===== src/rtl/four_bit_divider_seq.sv =====
// Sequential unsigned restoring divider: one quotient bit per clock, start/busy/done handshake.
// Results and the divide-by-zero flag stay registered until the next accepted operation.
module four_bit_divider_seq #(
    parameter int unsigned WIDTH = 4
) (
    input  logic             clk,
    input  logic             rst,
    input  logic             start,
    input  logic [WIDTH-1:0] dividend,
    input  logic [WIDTH-1:0] divisor,
    output logic             busy,
    output logic             done,
    output logic [WIDTH-1:0] quotient,
    output logic [WIDTH-1:0] remainder,
    output logic             div_by_zero
);

    localparam int unsigned CNT_W = $clog2(WIDTH + 1);
    localparam logic [CNT_W-1:0] LAST_STEP = CNT_W'(WIDTH - 1);

    typedef enum logic [1:0] {
        IDLE = 2'd0,
        CALC = 2'd1,
        DONE = 2'd2
    } state_t;

    state_t             state, state_n;
    logic [WIDTH-1:0]   dvd_shift, dvd_shift_n;
    logic [WIDTH-1:0]   dvs, dvs_n;
    // Partial remainder is always below the divisor, so WIDTH bits hold it;
    // the shifted/trial values carry the extra bit.
    logic [WIDTH-1:0]   rem, rem_n;
    logic [CNT_W-1:0]   cnt, cnt_n;
    logic [WIDTH-1:0]   quotient_n, remainder_n;
    logic               busy_n, done_n, div_by_zero_n;
    logic [WIDTH:0]     shifted, trial;
    logic               q_bit;

    // State and datapath registers
    always_ff @(posedge clk or posedge rst) begin
        if (rst) begin
            state       <= IDLE;
            dvd_shift   <= '0;
            dvs         <= '0;
            rem         <= '0;
            cnt         <= '0;
            quotient    <= '0;
            remainder   <= '0;
            busy        <= 1'b0;
            done        <= 1'b0;
            div_by_zero <= 1'b0;
        end else begin
            state       <= state_n;
            dvd_shift   <= dvd_shift_n;
            dvs         <= dvs_n;
            rem         <= rem_n;
            cnt         <= cnt_n;
            quotient    <= quotient_n;
            remainder   <= remainder_n;
            busy        <= busy_n;
            done        <= done_n;
            div_by_zero <= div_by_zero_n;
        end
    end

    // Next-state, trial subtraction and registered-output values
    always_comb begin
        state_n       = state;
        dvd_shift_n   = dvd_shift;
        dvs_n         = dvs;
        rem_n         = rem;
        cnt_n         = cnt;
        quotient_n    = quotient;
        remainder_n   = remainder;
        div_by_zero_n = div_by_zero;
        busy_n        = 1'b0;
        done_n        = 1'b0;
        shifted       = {rem, dvd_shift[WIDTH-1]};
        trial         = shifted - {1'b0, dvs};
        q_bit         = ~trial[WIDTH];

        case (state)
            IDLE: begin
                if (start) begin
                    dvd_shift_n   = dividend;
                    dvs_n         = divisor;
                    rem_n         = '0;
                    cnt_n         = '0;
                    div_by_zero_n = 1'b0;
                    if (divisor != '0) begin
                        state_n = CALC;
                        busy_n  = 1'b1;
                    end else begin
                        state_n       = DONE;
                        done_n        = 1'b1;
                        quotient_n    = '1;
                        remainder_n   = dividend;
                        div_by_zero_n = 1'b1;
                    end
                end
            end
            CALC: begin
                busy_n      = 1'b1;
                rem_n       = q_bit ? trial[WIDTH-1:0] : shifted[WIDTH-1:0];
                dvd_shift_n = {dvd_shift[WIDTH-2:0], q_bit};
                cnt_n       = cnt + CNT_W'(1);
                if (cnt == LAST_STEP) begin
                    state_n     = DONE;
                    busy_n      = 1'b0;
                    done_n      = 1'b1;
                    quotient_n  = dvd_shift_n;
                    remainder_n = rem_n;
                end
            end
            DONE: begin
                state_n = IDLE;
            end
            default: begin
                state_n = IDLE;
            end
        endcase
    end

endmodule

===== config.mk =====
export PLATFORM = sky130hd
export DESIGN_NAME = four_bit_divider_seq
export DESIGN_NICKNAME = d
export VERILOG_FILES = /design/src/rtl/four_bit_divider_seq.sv
export SDC_FILE = /design/constraint.sdc
export NUM_CORES = 1
export LEC_CHECK = 0
export CORE_MARGIN = 2
export CORE_UTILIZATION = 26
export CTS_CLUSTER_SIZE = 20
export DETAILED_ROUTE_END_ITERATION = 12
export PLACE_DENSITY = 0.5
export SETUP_SLACK_MARGIN = 0.1
export SYNTH_ARGS = -nofsm -noshare
export SYNTH_HDL_FRONTEND = slang
export SYNTH_SLANG_ARGS = --single-unit

===== constraint.sdc =====
create_clock -name clk -period 3.25 [get_ports clk]
set_input_delay 0.325 -clock clk [delete_from_list [all_inputs] [get_ports clk]]
set_output_delay 0.325 -clock clk [all_outputs]
set_load 0.03 [all_outputs]

# [After elaboration in Yosys (flattened, before gate mapping)]
# Cells that the tools add are included.
# W data, S select, Z words.
[word_totals] regBits=28 input_bits=11 word_cells=52
[op_classes] addsub=2 n_eq_ne=5 muxes=27 bitwise=1 n_reduce_logical=7
[op_table] cell="$mux W4" n=9
[op_table] cell="$pmux W4 S2" n=4
[op_table] cell="$mux W1" n=6
[op_table] cell="$mux W2" n=3
[op_table] cell="$ne A2 B2 Y1 const B" n=3
[op_table] cell="$pmux W3 S2" n=1
[op_table] cell="$reduce_and A2 Y1" n=3
[op_table] cell="$sub A5 B4 Y5" n=1
[op_table] cell="$pmux W1 S2" n=2
[op_table] cell="$pmux W2 S2" n=1
[op_table] cell="$reduce_and A4 Y1" n=1
[op_table] cell="$reduce_bool A4 Y1" n=1
[op_table] cell="$add A3 B1 Y3 const B" n=1
[op_table] cell="$eq A3 B2 Y1 const B" n=1
[op_table] cell="$mux W3" n=1
[op_table] cell="$eq A2 B1 Y1 const B" n=1
[op_table] cell="$logic_not A2 Y1" n=1
[op_table] cell="$reduce_bool A2 Y1" n=1
[op_table] cell="$not A1 Y1" n=1

# [Longest topological paths before layout]
# Gate-level depths: netlist of the first run.
[logic_depth] ltp_word=4 mapped_depth=8

# [Worst setup path before layout of the first run]
# No wires, ideal clock.
[synth_path] kind="register to register" from="reg dvd_shift[3]" to="reg remainder[3]" setup_ps=139 arrival_ps=1810 t_required_ps=3111 slack_ps=1302 path_stages_with_launch=9 period_less_slack_ps=1948 path_cell_list="dfrtp_1 inv_1 ha_1 fa_1 nand2b_1 a21o_1 xnor2_1 nand2b_1 a41oi_1"
[synth_between] elab_chain_cells=4
[synth_rtl] item="start: declaration" line="28" text="logic [WIDTH-1:0] dvd_shift, dvd_shift_n;"
[synth_rtl] item="start signal: assignment" line="54" text="dvd_shift <= dvd_shift_n;"
[synth_rtl] item="$sub A5 B4 Y5" line="79" text="trial = shifted - {1'b0, dvs};"
[synth_rtl] item="$mux W4" line="104" text="rem_n = q_bit ? trial[WIDTH-1:0] : shifted[WIDTH-1:0];"
[synth_rtl] item="$mux W4" line="107" text="if (cnt == LAST_STEP) begin"
[synth_rtl] item="$pmux W4 S2" line="82" text="case (state)"
[synth_rtl] item="end signal: assignment" line="59" text="remainder <= remainder_n;"
[synth_rtl] item="end: declaration" line="14" text="output logic [WIDTH-1:0] remainder,"
# No other way between the ends. The select of a mux whose other input is x is not followed.
# A chain may end at the register's enable or synchronous reset.

# [Final worst setup path of the first run]
# Same ends and word-level chain as after synthesis.

==> impl_metrics.py, run 1 <==
metrics = {
    "power_and_ir_drop": {
        "power_density_nw_per_um2": 1130,
        "vdd_drop_max_mv": 0.380,
        "p_leak_nw": 0.752,
    },
    "floorplan": {
        "die-area_um2": 6120,
        "start_util_pct": 26.5,
        "core.rowCount": 27,
        "num_io_pins": 22,
        "die_w_um": 78.3,
        "design.core.area_um2": 5410,
        "die_y_um": 78.3,
    },
    "cts": {
        "clockBufferDepth": 2,
        "holdBufCountCts": 0,
        "cts_tree": "yes",
        "cts_buffers": 3,
        "ctsResizeCount": 0,
        "cts_setup_buffers": 0,
        "clkSinkCount": 28,
        "root_buffer": "clkbuf_8",
        "clock_latency_ps": 280,
        "cts.htree.levels": 1,
        "path_clk_slew_ps": 100,
    },
    "final_layout": {
        "area_growth_pct": 23.7,
        "num_antenna_cells": 0,
        "layout-drive-gt1-share_pct": 5.42,
        "layout.cells.non_filler": 238,
        "fin_nets": 185,
    },
    "worst_setup_path": {
        "critPathMaxFanout": 4,
        "ff2ff_path_depth": 8,
        "reg2reg_setup_slack_ps": 1040,
        "rr_startpoint": "dvd_shift[3]",
        "crit_path_start_kind": "flop",
        "criticalPathCategory": "flop to flop",
        "critPathCaptureType": "flop",
        "worstReg2RegEnd": "remainder[3]",
        "critPathArrivalTime_ps": 2350,
        "required_ps": 3390,
    },
    "drt": {
        "drc_errors": 0,
        "routed_via_density": 4.66,
        "vias": 1109,
        "wire_per_inst_um": 13.4,
        "wl_um": 3180,
        "drtIter0Drc": 50,
        "first_pass_iters": 4,
        "detail-route-antenna-nets": 0,
    },
    "sta": {
        "whs_ps": 512,
        "timing.final.crit_share_pct": 68.0,
        "slew_headroom_pct": 27.6,
        "period_needed_ps": 2210,
        "worstMarginPinSlew_ps": 1080,
        "fmax_ghz": 0.452,
        "setup_violations": 0,
        "finalSetupTns_ps": 0,
        "rsz0062_at_grt": "false",
        "setup_slack_ps": 1040,
        "skew_ps": 7.85,
        "drv_slew": 0,
        "hold_violations": 0,
    },
    "hold_path": {
        "hold_depth": 1,
        "min_path_type": "flop to flop",
        "hold_end": "div_by_zero",
        "hold_start": "div_by_zero",
    },
    "place": {
        "dp_hpwl_um": 2410,
        "place.gp.congestion": 0.847,
        "dp.cells": 234,
        "portBuffers": 21,
        "place_ws_ps": 1030,
    },
    "logic_synthesis": {
        "synth_compound_area_share_pct": 17.3,
        "synthSimpleGateAreaFrac_pct": 16.4,
        "synthAdderAreaFrac_pct": 6.63,
        "synth-xor-area-share_pct": 1.83,
        "synth_top_family_by_area": "compound AO/OA/AOI/OAI gates",
        "syn-cell-area_um2": 1430,
        "synthDistinctLibCells": 32,
        "yosysWarnings": 0,
        "synth-seq-area-share_pct": 48.9,
        "ys_ff_latch": 28,
        "avgSynthCellArea_um2": 9.75,
        "synth.area.mux_share_pct": 3.66,
        "syn-num-nets": 165,
        "netlist_instances": 147,
    },
    "run": {
        "maxCapViolations": 0,
    },
    "global_route": {
        "grt_usage_pct": 11.4,
        "grt_max_degree": 29,
        "grt_antenna_before_repair": 0,
        "first_global_vias": 1175,
        "gr-total-overflow": 0,
        "grt_pass1_wl_um": 5440,
    },
    "run_status": {
        "status": "finished clean",
    },
}
worst max-delay path, stage by stage (launching register included):
cell	delay, ps
dfrtp_1	380
inv_1	70
ha_1	230
fa_1	390
nand2b_1	180
a21o_1	200
xnor2_1	330
nand2b_1	190
a41oi_1	110
layout make-up:
type                            count  area, um2
Clock buffer                        3       41.3
Clock inverter                      1       30.0
Fill cell                         562       3630
Inverter                           10       37.5
Multi-Input combinational cell    102        657
Sequential cell                    28        701
Tap cell                           72       90.1
Timing Repair Buffer               22        218
worst max path at each step:
stage               cells past startpoint  slack (ps)            to    startpoint
floorplan                               8        1300  remainder[3]  dvd_shift[3]
global placement                        8        1170  remainder[3]  dvd_shift[3]
detailed placement                      8        1030  remainder[3]  dvd_shift[3]
CTS                                     8        1030  remainder[3]  dvd_shift[3]
global route                            8         860  dvd_shift[0]  dvd_shift[3]
finish                                  8        1040  remainder[3]  dvd_shift[3]
cells by family (layout without fill, tap and decap cells):
kind of cell,count (synthesis),after routing
fa+ha+maj,7,7
flops,28,28
xor+xnor,3,3
buf+inv,17,36
simple gates,47,47
mux,5,5
compound gates,40,40
through the flow:
step / instance area (um2) / total power, mW / util, %
2_1_floorplan: 1430 / 1.42 / -
3_5_place_dp: 1700 / 1.75 / 31.5
5_1_grt: 1770 / 2.18 / 32.8
4_1_cts: 1770 / 2.03 / 32.8
6_report: 1770 / 2.01 / 32.8
3_3_place_gp: 1700 / 1.70 / 31.5
flip-flops by register name (all words and copies together), names as in the netlist:
name         cells
dvd_shift        4
busy             1
cnt              3
div_by_zero      1
quotient         4
remainder        4
done             1
dvs              4
rem              4
state            2
Yosys cell counts, drive strengths merged:
cell	n	area, um2
fa	1	20.0
dfrtp	28	701
o21bai	1	7.51
a31oi	1	6.26
mux2i	3	30.0
nand3b	4	30.0
nor3b	2	15.0
a221oi	1	8.76
o21ai	10	50.1
a211oi	3	22.5
a21o	1	7.51
nand3	5	25.0
a211o	3	26.3
nand2b	3	18.8
a22o	3	27.5
a41oi	1	8.76
and2b	1	7.51
or3	4	25.0
buf	6	35.0
inv	10	37.5
xnor2	2	17.5
nor2	15	56.3
mux2	2	22.5
nor4	1	12.5
clkbuf	1	3.75
xor2	1	8.76
a21oi	15	75.1
nand2	12	45.0
ha	6	75.1
o211ai	1	7.51
cells in the final DEF (no fill, tap or decap), types with 3 or more instances in the layout:
master / n
nand3b_1: 4
nor2_1: 15
nand2b_1: 3
dfrtp_1: 28
mux2i_1: 3
nand2_1: 12
a211oi_1: 3
a21oi_1: 15
a211o_1: 3
nand3_1: 5
clkdlybuf4s50_1: 21
inv_1: 10
o21ai_0: 10
ha_1: 6
or3_1: 4
clkbuf_8: 3
power by group:
part           switching, mW  internal, mW  total (mW)
clock network          0.111         0.165       0.276
registers              0.111         0.509       0.620
logic                  0.649         0.464        1.11
total                  0.871          1.14        2.01
layer usage:
layer  vias to the layer above  GRT usage [%]  wire length (um)  part of all wire (%)
li1                        545              -                 -                     -
met1                       542           13.2              1390                    44
met2                        17           20.5              1650                    52
met3                         5           1.84                96                   3.0
met4                         0           5.09                46                   1.4
met5                         -              0                 0                     0
No activity file was read; power rests on OpenSTA's default activity.
==> run 2, diff against run 1 <==
==> constraint.sdc (replaced) <==
create_clock -name clk -period 2.1 [get_ports clk]
set_input_delay 0.21 -clock clk [delete_from_list [all_inputs] [get_ports clk]]
set_output_delay 0.21 -clock clk [all_outputs]
set_load 0.03 [all_outputs]
==> run 2 against run 1 <==
Compared with the run above:
- hold slack got worse by 210 ps
- combinational power rose by 85%
- flip-flop and latch count did not move
- sequential power rose by 57%
- count of clock-buffer cells in the layout did not move
- non-clock buffer count rose by 8
- global-route usage rose by 0.055 points
- design area rose by 5.1%
- sequential share of layout area fell by 1.9 points
- critical path type unchanged
==> impl_metrics.py, run 2 (same netlist as run 1, synthesis figures left out) <==
metrics = {
    "cts": {
        "cts_buffers": 3,
        "holdBufCountCts": 0,
        "cts_tree": "yes",
        "clkSinkCount": 28,
        "clockBufferDepth": 2,
        "cts.htree.levels": 1,
        "path_clk_slew_ps": 90,
        "root_buffer": "clkbuf_8",
        "clock_latency_ps": 270,
    },
    "drt": {
        "detail-route-antenna-nets": 0,
        "routed_via_density": 4.67,
        "drtIter0Drc": 31,
        "wirelength_met1_um": 1420,
        "wire_per_inst_um": 13.5,
        "drc_errors": 0,
        "wl_um": 3300,
        "top_layer": "met4",
        "met3WireLength_um": 55,
        "first_pass_iters": 3,
        "met2_length_um": 1790,
        "vias": 1145,
    },
    "final_layout": {
        "final_common_cell": "dfrtp_1",
        "layout.cells.non_filler": 245,
        "num_antenna_cells": 0,
        "layout_common_cells": "28 x dfrtp_1, 21 x clkdlybuf4s50_1, 15 x nor2_1",
        "multi_input_area_um2": 718,
        "regArea_um2": 701,
        "fin_nets": 193,
        "fill_cells": 580,
        "layout-drive-gt1-share_pct": 16.8,
        "area_growth_pct": 30.1,
    },
    "worst_setup_path": {
        "critPathArrivalTime_ps": 2140,
        "crit_path_start_kind": "flop",
        "required_ps": 2250,
        "critPathMaxFanout": 4,
        "critPathCaptureType": "flop",
        "criticalPathCategory": "flop to flop",
    },
    "floorplan": {
        "num_io_pins": 22,
        "design.core.area_um2": 5410,
        "core.rowCount": 27,
        "die_y_um": 78.3,
        "start_util_pct": 26.5,
        "die_w_um": 78.3,
        "die-area_um2": 6120,
    },
    "place": {
        "dp_hpwl_um": 2360,
        "place.gp.congestion": 0.795,
        "place_ws_ps": -12.4,
        "dp.cells": 239,
        "portBuffers": 21,
    },
    "global_route": {
        "gr-total-overflow": 0,
        "grt_max_degree": 29,
        "grt_antenna_before_repair": 0,
        "grt_pass1_wl_um": 5580,
        "grt_usage_pct": 11.4,
        "first_global_vias": 1224,
    },
    "sta": {
        "finalSetupTns_ps": 0,
        "timing.final.crit_share_pct": 94.7,
        "skew_ps": 3.24,
        "rsz0062_at_grt": "true",
        "slew_headroom_pct": 70.2,
        "period_needed_ps": 1990,
        "setup_violations": 0,
        "setup_slack_ps": 111,
        "fmax_ghz": 0.503,
        "hold_violations": 0,
        "worstMarginPinSlew_ps": 447,
        "whs_ps": 298,
        "drv_slew": 0,
    },
    "power_and_ir_drop": {
        "power_density_nw_per_um2": 1770,
        "p_leak_nw": 0.793,
        "total_power_mw": 3.31,
        "vdd_drop_max_mv": 0.661,
    },
    "run": {
        "maxCapViolations": 0,
    },
    "run_status": {
        "status": "finished clean",
    },
    "hold_path": {
        "min_path_type": "input port to asynchronous set/reset pin",
    },
}
[run 2: path summary, 6_finish.rpt]
path,start,to,slack (ps),depth (start not counted)
setup / recovery,dvd_shift[3],remainder[3],110,8
hold / removal,rst,cnt[2],300,3
setup reg to reg,dvd_shift[3],remainder[3],110,8
hold reg to reg,cnt[2],cnt[2],500,2
max in group asynchronous,rst,rem[2],1530,3
min in group clk,cnt[2],cnt[2],500,2
[run 2: where the power goes]
part | switching [mW] | internal (mW)
clock | 0.161 | 0.129
sequential | 0.184 | 0.788
combinational | 1.12 | 0.930
[run 2: metal layers]
metal | up-vias | global-route usage (%)
met2 | 11 | 21.1
met4 | 0 | 3.51
li1 | 561 | -
met3 | 4 | 1.84
met5 | - | 0
met1 | 569 | 13.5
[run 2: what timing repair did]
| action | CTS | global route |
|---|---|---|
| endpoints found under the setup margin | 7 | 6 |
| pin swaps | 0 | 2 |
| gates resized for setup | 5 | 8 |
| setup buffers | 1 | 2 |
[run 2: worst max-delay path: stages (launching register included)]
cell and delay, ps:
dfrtp_1 370, inv_2 50, ha_2 190, fa_2 370, nand2b_4 160, a21o_1 190, xnor2_2 240, nand2b_4 180
a41oi_2 110
[run 2: stage by stage]
stage          area (um2)  utilization [%]
2_1_floorplan        1430                -
3_3_place_gp         1740             32.2
3_5_place_dp         1740             32.2
4_1_cts              1810             33.5
5_1_grt              1870             34.5
6_report             1870             34.5
[run 2: cell type report]
class / instances / area share, %
inverter: 10 / 2.01
tap: 72 / 4.83
sequential: 28 / 37.6
multi-input combinational: 102 / 38.5
timing repair buffer: 30 / 14.9
clock buffer: 3 / 2.21
==> run 3, diff against run 2 <==
--- a/config.mk
+++ b/config.mk
@@ -9,7 +9,7 @@
 export CORE_UTILIZATION = 26
 export CTS_CLUSTER_SIZE = 20
 export DETAILED_ROUTE_END_ITERATION = 12
-export PLACE_DENSITY = 0.5
+export PLACE_DENSITY = 0.49
 export SETUP_SLACK_MARGIN = 0.1
 export SYNTH_ARGS = -nofsm -noshare
 export SYNTH_HDL_FRONTEND = slang
==> run 3 against run 2 <==
Compared with the run above:
- final cell count stayed put
- critical endpoint unchanged
- via count increased by 3.9%
- routed wire length rose by 4.0%
- register-to-register slack hardly changed
- first-iteration DRC count grew 100%
- count of clock-buffer cells in the layout increased by 1
- maximum frequency up 0.18%
==> impl_metrics.py, run 3 (same netlist as run 1, synthesis figures left out) <==
metrics = {
    "global_route": {
        "grt_antenna_before_repair": 0,
        "first_global_vias": 1245,
        "grt_pass1_wl_um": 5710,
        "grt_usage_pct": 11.7,
        "grt_max_degree": 29,
        "gr-total-overflow": 0,
    },
    "power_and_ir_drop": {
        "power.share.combinational_pct": 60.7,
        "total_power_mw": 3.32,
        "pwr-share-seq_pct": 29.5,
        "internal_power_mw": 1.86,
        "p_leak_nw": 0.794,
        "power_density_nw_per_um2": 1770,
        "pwr-share-clk_pct": 9.9,
        "p_switching_mw": 1.46,
        "swShare_pct": 44.0,
        "vdd_drop_max_mv": 0.547,
    },
    "final_layout": {
        "layout-drive-gt1-share_pct": 15.0,
        "num_antenna_cells": 0,
        "area_growth_pct": 30.7,
        "fill_cells": 590,
        "layout_common_cells": "28 x dfrtp_1, 21 x clkdlybuf4s50_1, 15 x nor2_1",
        "fin_nets": 192,
        "regArea_um2": 701,
        "layout.cells.non_filler": 245,
        "final_area_um2": 1870,
        "multi_input_area_um2": 721,
        "final_common_cell": "dfrtp_1",
    },
    "sta": {
        "skew_ps": 6.73,
        "setup_slack_ps": 115,
        "slew_headroom_pct": 69.6,
        "drv_slew": 0,
        "period_needed_ps": 1990,
        "fmax_ghz": 0.504,
        "timing.final.crit_share_pct": 94.5,
        "worstMarginPinSlew_ps": 455,
        "rsz0062_at_grt": "true",
        "setup_violations": 0,
        "hold_violations": 0,
        "whs_ps": 310,
    },
    "cts": {
        "clock_latency_ps": 270,
        "root_buffer": "clkbuf_8",
        "clockBufferDepth": 2,
        "clkSinkCount": 28,
        "path_clk_slew_ps": 100,
        "cts_buffers": 3,
        "cts.htree.levels": 1,
        "cts_tree": "yes",
    },
    "drt": {
        "vias": 1190,
        "first_pass_iters": 4,
        "wl_um": 3430,
        "wire_per_inst_um": 14.0,
        "drtIter0Drc": 62,
        "detail-route-antenna-nets": 0,
        "drc_errors": 0,
        "routed_via_density": 4.86,
    },
    "floorplan": {
        "die_y_um": 78.3,
        "design.core.area_um2": 5410,
        "die_w_um": 78.3,
        "core.rowCount": 27,
        "die-area_um2": 6120,
        "num_io_pins": 22,
        "start_util_pct": 26.5,
    },
    "worst_setup_path": {
        "cp.depth": 7,
        "crit_path_start_kind": "flop",
        "crit_buf_inv": 0,
        "rr_startpoint": "dvs[0]",
        "crit_start": "dvs[0]",
        "cp_slowest_stage_delay_ps": 420,
        "cp_top_family": "adder cells",
        "required_ps": 2240,
        "critPathMaxFanout": 4,
        "critPathCaptureType": "flop",
        "critPathArrivalTime_ps": 2130,
        "criticalPathCategory": "flop to flop",
        "cp_slowest_cell": "dfrtp_1",
        "ff2ff_path_depth": 7,
        "crit_top_cell": "nand2b_4",
        "worstPathCellList": "ha_4 > fa_2 > nand2b_4 > a21o_1 > xnor2_2 > nand2b_4 > a41oi_2",
    },
    "place": {
        "dp_hpwl_um": 2490,
        "portBuffers": 21,
        "dpl_cell_area_um2": 1740,
        "place_ws_ps": -24.6,
        "dp.cells": 239,
        "place.gp.congestion": 0.757,
    },
    "hold_path": {
        "min_path_type": "input port to asynchronous set/reset pin",
    },
    "run_status": {
        "status": "finished clean",
    },
    "run": {
        "maxCapViolations": 0,
    },
}
==> run 3: cell count changes in the layout (fill, tap and decap cells not counted), sizes merged <==
cell / before / now
clkbuf: 3 / 4
buf: 9 / 8
==> run 3: layout make-up <==
class	count	share of cell area, %
Sequential cell	28	37.4
Timing Repair Buffer	29	14.4
Inverter	10	2.00
Tap cell	72	4.81
Multi-Input combinational cell	102	38.5
Clock buffer	4	2.94
==> run 3: power groups by stage <==
stage	logic [mW]	clock network, mW	registers [mW]
2_1_floorplan	1.10	0	1.10
3_3_place_gp	1.74	0	0.967
3_5_place_dp	1.78	0	0.978
4_1_cts	1.85	0.342	0.969
5_1_grt	2.21	0.375	1.01
6_report	2.01	0.327	0.979
==> run 3: path summary, 6_finish.rpt <==
kind                                      to  slack, ps
worst max-delay path            remainder[3]        110
worst min-delay path             quotient[1]        310
worst max register to register  remainder[3]        110
worst min register to register        cnt[2]        490
max in group asynchronous             dvs[3]       1520
min in group clk                      cnt[2]        490
==> run 3: per-layer routing <==
metal	GRT usage (%)	share of wire, %
met1	13.6	43
met2	21.7	53
met3	1.95	3.3
met4	3.51	0.52
met5	0	0
==> run 3: per-stage QoR <==
| step | TNS [ps] | util [%] |
|---|---|---|
| after floorplan | 0 | - |
| after global placement | 0 | 32.2 |
| after detailed placement | -24.6 | 32.2 |
| after CTS | 0 | 33.6 |
| after global routing | 0 | 34.7 |
| final | 0 | 34.7 |
==> run 3: tightest hold or removal path, stage by stage <==
cell and delay [ps]:
clkdlybuf4s50_1 400, inv_1 50, buf_4 330
==> run 3: repair_timing <==
action                                  4_1_cts  5_1_grt
endpoints found under the setup margin        7        9
pin swaps                                     0        4
hold buffers                                  0        0
setup buffers                                 1        1
resized for setup                             3        9
==> patch 1: new RTL, flow settings as in run 1 <==
Add an input register stage for `start`, `dividend` and `divisor`; this delays them by one clock.
--- a/src/rtl/four_bit_divider_seq.sv
+++ b/src/rtl/four_bit_divider_seq.sv
@@ -24,4 +24,14 @@
         DONE = 2'd2
     } state_t;
+
+    logic start_q;
+    logic [WIDTH-1:0] dividend_q;
+    logic [WIDTH-1:0] divisor_q;
+
+    always_ff @(posedge clk) begin
+        start_q    <= start;
+        dividend_q <= dividend;
+        divisor_q  <= divisor;
+    end
 
     state_t             state, state_n;
@@ -82,11 +92,11 @@
         case (state)
             IDLE: begin
-                if (start) begin
-                    dvd_shift_n   = dividend;
-                    dvs_n         = divisor;
+                if (start_q) begin
+                    dvd_shift_n   = dividend_q;
+                    dvs_n         = divisor_q;
                     rem_n         = '0;
                     cnt_n         = '0;
                     div_by_zero_n = 1'b0;
-                    if (divisor != '0) begin
+                    if (divisor_q != '0) begin
                         state_n = CALC;
                         busy_n  = 1'b1;
@@ -95,5 +105,5 @@
                         done_n        = 1'b1;
                         quotient_n    = '1;
-                        remainder_n   = dividend;
+                        remainder_n   = dividend_q;
                         div_by_zero_n = 1'b1;
                     end
Behaviour: not the same (a bounded check fails within 4 cycles, from zero or initial values and one cycle with rst high).
==> patch 1 against run 1 <==
  * Final area is 13% higher
  * Wire length is 9.2% higher
  * Total power is 11% higher
  * Global-route usage is 0.63 points lower
  * Via count is 6.8% higher
  * Sequential share of layout area is 4.5 points higher
  * Area after synthesis is 14% higher
  * First-iteration DRC count is 22% lower
  * Worst setup slack worse by 0.032 ns
  * Sequential cell count is 9 higher
  * Non-clock buffer count is 1 higher
  * Utilization is 0.61 points higher
  * Critical path type unchanged
  * Largest cell class unchanged
  * Largest power group unchanged
  * Highest routed layer unchanged
==> patch 1: results (changes against run 1) <==
INFO  metric result_of_the_run = complete, no violations
INFO  metric static-leakage-power = 0.861 nW (+14%)
INFO  metric placed_cell_area = 1920 sq um (+13%)
INFO  metric dp_cells = 251 (+7.3%)
INFO  metric worst_r2r_startpoint = dvd_shift[3]
INFO  metric hold_slack = 0.408 ns (-0.105 ns)
INFO  metric postSynthNetCount = 177 (+7.3%)
INFO  metric ys_seq_area_share = 53.8% (+4.9 points)
INFO  metric max_slew.worst_pin.slew = 0.811 ns (-0.274 ns)
INFO  metric clock_latency_late_sink = 0.29 ns
INFO  metric yosys.cell_types.count = 41 (+28%)
INFO  metric gp_routability_congestion = 0.753 (-11%)
INFO  metric dp_hpwl = 2450 um (+1.5%)
INFO  metric final.setup_skew = 0.00841 ns (+0.000562 ns)
INFO  metric layout.filler_cells = 604 (+7.5%)
INFO  metric max_rail_drop_vdd = 304 uV (-20%)
INFO  metric cp_max_fanout = 8 (+4)
INFO  metric placement.io_buffers = 21 (unchanged)
INFO  metric detailedRoute.firstIterationViolations = 39 (-22%)
INFO  metric routed_via_density = 4.57 (-1.9%)
INFO  metric r2r.worst_path.cells = 8 (unchanged)
INFO  metric period_needed = 2.24 ns (+0.0316 ns)
INFO  metric grt_pass1_vias = 1221 (+3.9%)
INFO  metric overall_global_routing_resource_usage = 10.7% (-0.63 points)
INFO  metric post_cts_resize_count = 0 (unchanged)
INFO  metric post_synth.cell_area_avg = 10.3 sq um (+5.6%)
INFO  metric postLayoutCellArea = 2000 sq um (+13%)
INFO  metric internal_power = 0.00126 W (+11%)
INFO  metric worst-r2r-setup-slack = 1.01 ns (-0.03 ns)
INFO  metric async_flop_share = 75.7% (-24 points)
INFO  metric synth.mux.area_fraction = 0.611% (-3.1 points)
INFO  metric post_route_cells_drive_above_1_share = 11.4% (+6.0 points)
INFO  metric post_layout_nonfiller_instances = 259 (+8.8%)
INFO  metric synth.top_cells.by_area = sky130_fd_sc_hd__dfrtp_1, sky130_fd_sc_hd__dfxtp_1, sky130_fd_sc_hd__nand2_1
INFO  metric yosys.area_share.xor_xnor = 1.60% (-0.23 points)
INFO  metric cts_setup_buffers = 0 (unchanged)
INFO  metric wire_length_of_the_first_global_routing_pass = 5910 um (+8.5%)
INFO  metric final_nets = 201 (+8.6%)
INFO  metric most_numerous_cell_types_in_the_synthesized_netlist = sky130_fd_sc_hd__dfrtp_1, sky130_fd_sc_hd__nand2_1, sky130_fd_sc_hd__nor2_1
INFO  metric clock_tree.htree_level_count = 2 (+1)
INFO  metric hold_path.class = input port to async pin
INFO  metric cts.reportedPaths.clkPinSlew = 0.08 ns (-0.02 ns)
INFO  metric numCtsBuffers = 5 (+2)
INFO  metric wl_per_cell = 13.4 um (+0.32%)
INFO  metric root_cell_of_the_clock_tree = sky130_fd_sc_hd__clkbuf_8
INFO  metric post_synth_fa_ha_maj_area_fraction = 5.81% (-0.83 points)
INFO  metric synth_compound_gate_area_share = 14.6% (-2.7 points)
INFO  metric critical_path_data_arrival_time = 2.37 ns (+0.02 ns)
==> patch 1: power by group through the flow <==
stage / Clock, W / Sequential, W / Combinational [W]
floorplan: 0 / 0.000838 / 0.000798
global placement: 0 / 0.000759 / 0.00118
detailed placement: 0 / 0.000763 / 0.00118
CTS: 0.000327 / 0.000754 / 0.00119
global route: 0.000340 / 0.000777 / 0.00132
finish: 0.000308 / 0.000750 / 0.00118
==> patch 1: final cells by class <==
cell class | count | area share, %
repair buffers | 23 | 11.2
inverters | 7 | 1.31
multi-input cells | 109 | 34.7
flip-flops and latches | 37 | 44.0
well taps | 75 | 4.68
clock inverters | 2 | 0.500
clock buffers | 6 | 3.62
==> patch 1: layer usage <==
layer / share of wire, % / track usage (%) / vias to the layer above / wire [um]
met5: 0 / 0 / - / 0
met2: 47 / 17.7 / 15 / 1640
met1: 49 / 13.5 / 570 / 1690
met4: 1.2 / 3.58 / 0 / 42
met3: 2.8 / 3.08 / 5 / 99
li1: - / - / 594 / -
==> patch 2: new RTL, settings of run 1 <==
Without the edit above. Change the parameter `WIDTH` from 4 to 2.
--- a/src/rtl/four_bit_divider_seq.sv
+++ b/src/rtl/four_bit_divider_seq.sv
@@ -2,5 +2,5 @@
 // Results and the divide-by-zero flag stay registered until the next accepted operation.
 module four_bit_divider_seq #(
-    parameter int unsigned WIDTH = 4
+    parameter int unsigned WIDTH = 2
 ) (
     input  logic             clk,
Interface: changed (resized dividend, divisor, quotient and remainder); port bits go from 22 to 14. No check against the original RTL was run, so the function may have changed too.
==> patch 2 against run 1 <==
  * Wire length is 52% lower
  * Area after synthesis is 42% lower
  * Non-clock buffer count is 9 lower
  * Worst setup slack better by 0.31 ns
  * Sequential cell count is 11 lower
  * First-iteration DRC count is 74% lower
  * Final area is 42% lower
  * Total power is 51% lower
==> patch 2: results (changes against run 1) <==
INFO  metric result_of_the_run = complete, no violations
INFO  metric drt_wl_total = 1540 um (-52%)
INFO  metric overall_global_routing_resource_usage = 10.3% (-1.1 points)
INFO  metric wire_length_of_the_first_global_routing_pass = 2720 um (-50%)
INFO  metric globalRouteMet3Util = 4.26% (+2.4 points)
INFO  metric met3WireLength = 129 um (+34%)
INFO  metric ys_seq_area_share = 51.0% (+2.1 points)
INFO  metric power.switching_fraction = 41.6% (-1.8 points)
INFO  metric final.setup_skew = 0.00769 ns (-0.000161 ns)
INFO  metric most_numerous_cell_types_in_the_synthesized_netlist = sky130_fd_sc_hd__dfrtp_1, sky130_fd_sc_hd__nand2_1, sky130_fd_sc_hd__inv_1
INFO  metric dp_hpwl = 1130 um (-53%)
INFO  metric post_route_cells_drive_above_1_share = 13.5% (+8.1 points)
INFO  metric gp_routability_congestion = 0.695 (-18%)
INFO  metric detailedRoute.firstIterationViolations = 13 (-74%)
INFO  metric placement.io_buffers = 13 (-38%)
INFO  metric max_rail_drop_vdd = 463 uV (+22%)
INFO  metric routed-via-count = 582 (-48%)
INFO  metric p_per_area = 961 nW/um^2 (-15%)
INFO  metric root_cell_of_the_clock_tree = sky130_fd_sc_hd__clkbuf_4
INFO  metric critical_path_data_arrival_time = 2.08 ns (-0.27 ns)
INFO  metric power.sequential.total = 0.000390 W (-37%)
INFO  metric grt_max_degree = 18 (-38%)
INFO  metric final_nets = 100 (-46%)
INFO  metric grtUsageMet2 = 14.4% (-6.1 points)
INFO  metric hold_path.class = input port to async pin
INFO  metric routing_usage_on_met1 = 13.7% (+0.56 points)
INFO  metric cpMaxStageDelayCell = sky130_fd_sc_hd__dfrtp_1
INFO  metric postSynthNetCount = 84 (-49%)
-- patch 2: changes by cell type after synthesis, moves of 5 or more --
cell and delta:
sky130_fd_sc_hd__a21oi_1 -12, sky130_fd_sc_hd__nor2_1 -12, sky130_fd_sc_hd__dfrtp_1 -11, sky130_fd_sc_hd__o21ai_0 -6
sky130_fd_sc_hd__nand3_1 -5
-- patch 2: layout make-up --
class	count	area [sq um]
well taps	44	55.1
clock buffers	3	22.5
flip-flops and latches	17	425
fillers	333	2020
repair buffers	13	130
inverters	7	26.3
clock inverters	1	5.00
multi-input cells	48	370
-- patch 2: worst reg2reg max path: cells and delay by family (launching register included) --
kind	cells	cell delay (ns)
AOI/OAI and AO/OA	1	0.09
xor gates and xnor gates	1	0.38
adders and majority gates	2	0.58
muxes	1	0.29
DFF	1	0.39
buffers and inverters	1	0.05
-- patch 2: final timing paths --
kind,startpoint,end,slack [ns],cells past startpoint
min in group clk,cnt[1],cnt[1],0.49,2
max in group asynchronous,rst,cnt[0],2.41,2
setup / recovery,dvd_shift[1],remainder[1],1.34,6
hold / removal,rst,done,0.41,2
hold reg to reg,cnt[1],cnt[1],0.49,2
setup reg to reg,dvd_shift[1],remainder[1],1.34,6
-- patch 2: cells by family after synthesis --
family                     synth area share [%]
xor gates and xnor gates                   1.05
AOI/OAI and AO/OA                          12.7
buffers and inverters                      4.65
and+or+nand+nor                            15.1
adders and majority gates                  5.40
DFF                                        51.0
muxes                                      10.0
-- patch 2: stage by stage --
stage | std cells | area, sq um | setup WS, ns
finish | 133 | 1030 | 1.34
global route | 133 | 1030 | 1.20
CTS | 133 | 1030 | 1.32
detailed placement | 129 | 1010 | 1.33
global placement | 129 | 1010 | 1.29
floorplan | 74 | 835 | 1.52
